## src/rtl/fsm10_pkg.sv

```systemverilog
// State encoding of the fsm10 pulse engine; the scheduler shadows the engine with this type.
package fsm10_pkg;
  typedef enum logic [3:0] {S0, S1, S2, S3, S4, S5, S6, S7, S8, S9} state_e;
endpackage

```

## src/rtl/fsm_sched_pkg.sv

```systemverilog
// Controller states and constants shared by the scheduler and its arbiter.
package fsm_sched_pkg;
  typedef enum logic [1:0] {IDLE, LAUNCH, RUN, DONE} ctl_state_e;
  localparam int REPLAY_LEN = 7;
endpackage

```

## src/rtl/fsm_sched_rr_arb.sv

```systemverilog
// Combinational round-robin pick: first active request at or after ptr, wrapping.
module rr_arb #(
  parameter int NREQ = 4
) (
  input  logic [NREQ-1:0]         req,
  input  logic [$clog2(NREQ)-1:0] ptr,
  output logic [NREQ-1:0]         gnt,
  output logic [$clog2(NREQ)-1:0] idx
);
  localparam int IDX_W = $clog2(NREQ);

  logic                 found;
  logic [IDX_W-1:0]     k;

  always_comb begin
    gnt   = '0;
    idx   = '0;
    found = 1'b0;
    k     = '0;
    for (int i = 0; i < NREQ; i++) begin
      k = IDX_W'((int'(ptr) + i) % NREQ);
      if (!found && req[k]) begin
        found  = 1'b1;
        gnt[k] = 1'b1;
        idx    = k;
      end
    end
  end
endmodule

```

## src/rtl/fsm_sched.sv

```systemverilog
// Round-robin scheduler sharing one fsm10 engine; replays S3..S9 and checks y1 against a shadow.
module fsm_sched
  import fsm_sched_pkg::*;
  import fsm10_pkg::*;
#(
  parameter int NREQ  = 4,
  parameter int RPT_W = 2
) (
  input  logic                    clk,
  input  logic                    rst_n,
  input  logic [NREQ-1:0]         req,
  input  logic [NREQ-1:0]         short_req,
  input  logic [NREQ*RPT_W-1:0]   rpt,
  output logic [NREQ-1:0]         gnt,
  output logic [NREQ-1:0]         done,
  output logic                    busy,
  output logic                    eng_go,
  output logic                    eng_jmp,
  input  logic                    eng_y1,
  input  logic                    err_clr,
  output logic                    err,
  output logic [$clog2(NREQ)-1:0] err_id
);
  localparam int IDX_W = $clog2(NREQ);

  ctl_state_e       ctl;
  state_e           shadow;
  logic [IDX_W-1:0] ptr;
  logic [IDX_W-1:0] g;
  logic [RPT_W-1:0] loops;
  logic             short_q;
  logic [NREQ-1:0]  arb_gnt;
  logic [IDX_W-1:0] arb_idx;
  logic             mismatch;

  rr_arb #(.NREQ(NREQ)) u_arb (
    .req (req),
    .ptr (ptr),
    .gnt (arb_gnt),
    .idx (arb_idx)
  );

  assign mismatch = (ctl == RUN) && (eng_y1 != (shadow == S3));

  // eng_go/eng_jmp are registered: each transition loads the value the next state needs.
  always_ff @(posedge clk or negedge rst_n) begin
    if (!rst_n) begin
      ctl     <= IDLE;
      shadow  <= S0;
      ptr     <= '0;
      g       <= '0;
      loops   <= '0;
      short_q <= 1'b0;
      gnt     <= '0;
      done    <= '0;
      busy    <= 1'b0;
      eng_go  <= 1'b0;
      eng_jmp <= 1'b0;
      err     <= 1'b0;
      err_id  <= '0;
    end else begin
      if (mismatch) begin
        err <= 1'b1;
        if (!err) err_id <= g;
      end else if (err_clr) begin
        err <= 1'b0;
      end

      case (ctl)
        IDLE: begin
          if (|req) begin
            ctl     <= LAUNCH;
            g       <= arb_idx;
            gnt     <= arb_gnt;
            short_q <= short_req[arb_idx];
            loops   <= rpt[arb_idx*RPT_W +: RPT_W];
            busy    <= 1'b1;
            eng_go  <= 1'b1;
            eng_jmp <= short_req[arb_idx];
          end
        end
        LAUNCH: begin
          ctl     <= RUN;
          eng_go  <= 1'b0;
          eng_jmp <= 1'b0;
          shadow  <= short_q ? S3 : S1;
        end
        RUN: begin
          if (shadow == S9) begin
            eng_jmp <= 1'b0;
            if (loops != '0) begin
              loops  <= loops - 1'b1;
              shadow <= S3;
            end else begin
              ctl    <= DONE;
              shadow <= S0;
              done   <= gnt;
            end
          end else begin
            shadow  <= state_e'(shadow + 4'd1);
            eng_jmp <= (shadow == S8) && (loops != '0);
          end
        end
        DONE: begin
          ctl  <= IDLE;
          done <= '0;
          gnt  <= '0;
          busy <= 1'b0;
          ptr  <= (g == IDX_W'(NREQ - 1)) ? '0 : g + 1'b1;
        end
        default: ctl <= IDLE;
      endcase
    end
  end
endmodule

```

## config.mk

```make
export PLATFORM = sky130hd
export DESIGN_NAME = fsm_sched
export DESIGN_NICKNAME = d
export VERILOG_FILES = /design/src/rtl/fsm10_pkg.sv /design/src/rtl/fsm_sched_pkg.sv /design/src/rtl/fsm_sched_rr_arb.sv /design/src/rtl/fsm_sched.sv
export SDC_FILE = /design/constraint.sdc
export NUM_CORES = 1
export LEC_CHECK = 0
export CORE_MARGIN = 2
export CORE_UTILIZATION = 45
export CTS_CLUSTER_SIZE = 16
export DETAILED_ROUTE_END_ITERATION = 12
export PLACE_DENSITY = 0.7
export SLEW_MARGIN = 10
export SYNTH_ARGS = -nofsm -noshare
export SYNTH_HDL_FRONTEND = slang
export SYNTH_SLANG_ARGS = --single-unit
```

## constraint.sdc

```tcl
create_clock -name clk -period 9.4 [get_ports clk]
set_input_delay 1.88 -clock clk [delete_from_list [all_inputs] [get_ports clk]]
set_output_delay 1.88 -clock clk [all_outputs]
set_load 0.03 [all_outputs]
```

==> metrics.md <==
| Metric | Value |
|---|---|
| Switching pwr | 389 uW |
| Max-slew violations | 0 |
| CTS sink cnt | 27 |
| Combinational power share | 0.647 |
| Vias in the first global route | 1682 |
| Clock skew | 0.00310 ns |
| Clk Tree Root Cell | clkbuf_8 |
| Crit start category | input port |
| DIE AREA | 5350 um^2 |
| Final worst-path cycle share | 0.417 |
| Fmax | 255 MHz |
| Power per cell area | 315 nW/um^2 |
| Seq cells post-synth | 27 |
| Combinational family with the most area after synthesis | simple AND/OR/NAND/NOR gates |
| CTS Hold Bufs | 0 |
| CP required | 9.56 ns |
| Largest net degree at the start of global routing | 28 |
| CTS buffer count | 3 |
| RSZ-0062 raised after global routing | no |
| Total GRT Usage | 0.184 |
| IO Pins | 34 |
| Mux contribution to synthesized area | 0.0757 |
| First-pass detailed-route iteration total | 4 |
| Fillers | 429 |
| WL per Instance | 14.4 um |
| Final Hold Viols | 0 |
| Clock Path Buffers | 2 |
| Syn-to-layout area delta | 17.5% |
| Post-synthesis xor/xnor area fraction | 0.00407 |
| Clock Power Share | 0.082 |
| Clock-pin slew on the worst setup and hold paths | 0.09 ns |
| Sequential share of power | 0.271 |
| WP data arrival | 4.08 ns |
| Actual slew at the worst max-slew pin | 0.869 ns |
| Max Cap Viol | 0 |
| Port bufs | 33 |
| Synth Area in Simple Gates | 0.225 |
| Grt total ovfl | 0 |
| Worst setup EP type | register |
| Worst-skew pair later-pin latency | 0.27 ns |
| First-pass GRT wire length | 7980 um |
| Main flop type after synthesis | dfrtp_1 |
| Post-synth net total | 282 |
| Fin nets | 308 |
| DP Wirelength | 3460 um |
| WL final | 4660 um |
| Syn Inst Count | 245 |
| Core Area | 4660 um^2 |
| Critical path class | in2reg |
| Number of enable flip-flop cells after synthesis | 0 |
| CTS tree | built |
| Initial drt markers | 109 |
| Final Setup Violations | 0 |
| Post_cts resized | 0 |
| VDD IR max | 203 uV |
| CTS H-Tree Depth | 1 |
| Via Count | 1891 |
| Worst Path Max Fanout | 12 |
| Status | complete, no violations |
| P_int | 408 uW |
| Synth Area in Compound Gates | 0.225 |
| Yosys cell types | 51 |
| Seq/Total Area, Yosys | 0.314 |
| Mean Syn Cell Area | 8.77 um^2 |
| Setup Buffers After CTS | 0 |
| Chip Height | 73.1 um |
| Initial Util | 0.461 |
| Worst reg2reg path depth | 8 |
| Lkg Pwr | 0.00104 uW |
| Layout cells sized above 1 | 0.0704 |
| Die Width | 73.1 um |
| N_diodes | 0 |
| Post-synthesis adder-cell area fraction | 0.0990 |
| Switching share of power | 0.488 |
| Hold path depth | 2 |
| Ys async rst share | 1.00 |
| Relative slew slack | 0.421 |
| Final TNS setup | 0 ns |
| Final ANT Viol Nets | 0 |
| Cell row count | 25 |
| Synthesized cell area | 2150 um^2 |
| Post-Layout Inst Area | 2530 um^2 |
| Initial antenna violation count | 0 |
| DR vias/cell | 5.84 |
| Dpl cell area | 2480 um^2 |
| Yosys warning count | 0 |
| # DRC | 0 |
| Tmin final | 3.92 ns |
| Worst min path class | reg2reg |
| Gpl congestion | 0.853 |
[final cells by class]
type | count | area (um^2) | area share
Tap cell | 54 | 67.6 | 0.0267
Multi-Input combinational cell | 192 | 1350 | 0.535
Timing Repair Buffer | 34 | 338 | 0.134
Inverter | 13 | 48.8 | 0.0193
Sequential cell | 27 | 676 | 0.267
Clock buffer | 4 | 45.0 | 0.0178
[state kept, by name (all words and copies together) (netlist names)]
signal	count
done	4
gnt	4
shadow	4
ctl	2
err_id	2
g	2
loops	2
ptr	2
busy	1
eng_go	1
eng_jmp	1
err	1
short_q	1
[Yosys cell counts, types with 6 or more instances]
cell	n	area share
nor2_1	16	0.028
inv_1	13	0.023
o211ai_1	6	0.021
a21oi_1	7	0.016
nand3_1	6	0.014
clkbuf_1	8	0.014
nand4_1	6	0.017
o21ai_0	21	0.049
a31oi_1	6	0.017
dfrtp_1	27	0.31
nand2_1	21	0.037
ha_1	17	0.099
[per-layer routing]
layer / track usage / routed length [um]
met4: 0.0494 / 61
met2: 0.295 / 2170
met1: 0.266 / 2300
met5: 0 / 0
met3: 0.0152 / 130
[kinds of logic (layout without fill, tap and decap cells)]
group | count (synthesis) | in the layout
compound gates | 73 | 73
xor+xnor | 1 | 1
fa+ha+maj | 17 | 17
buf+inv | 26 | 51
flops | 27 | 27
mux | 12 | 12
simple gates | 89 | 89
[per-stage QoR]
step                       util  total power [uW]  hold WS, ns  cells  worst slack [ns]
after floorplan               -               621        0.450    245              5.92
after global placement    0.532               725        0.469    320              5.28
after detailed placement  0.532               732        0.467    320              5.20
after CTS                 0.542               799        0.489    324              5.49
after global routing      0.542               872        0.510    324              5.34
final                     0.542               797        0.485    324              5.48
[placed cells by master (no fill, tap or decap), types with 6 or more instances in the layout]
master / instances
a31oi_1: 6
o211ai_1: 6
o21ai_0: 21
nor2_1: 16
inv_1: 13
clkdlybuf4s50_1: 33
nand2_1: 21
nand3_1: 6
dfrtp_1: 27
a21oi_1: 7
ha_1: 17
nand4_1: 6
[worst max-delay path, stage by stage]
cell,delay (ns)
clkdlybuf4s50_1,0.58
mux4_2,0.63
nor2b_4,0.30
o21ai_1,0.16
and3_1,0.26
o211ai_1,0.16
a31oi_1,0.10
[power groups by stage]
stage | Combinational [uW] | Clock, uW | Sequential, uW
after floorplan | 395 | 0 | 226
after global placement | 509 | 0 | 216
after detailed placement | 514 | 0 | 218
after CTS | 516 | 66.8 | 216
after global routing | 576 | 70.4 | 225
final | 516 | 65.4 | 216
[worst paths after layout]
kind                               startpoint               endpoint  slack, ns
min                          busy$_DFFE_PN0P_       busy$_DFFE_PN0P_       0.48
max reg2reg                ptr[0]$_DFFE_PN0P_   loops[1]$_DFFE_PN0P_       5.61
max in group asynchronous               rst_n     gnt[1]$_DFFE_PN0P_       7.17
min reg2reg                  busy$_DFFE_PN0P_       busy$_DFFE_PN0P_       0.48
min in group asynchronous               rst_n  shadow[0]$_DFFE_PN0P_       1.97
max                                    req[1]   loops[1]$_DFFE_PN0P_       5.48
(Power assumes the default switching activity.)
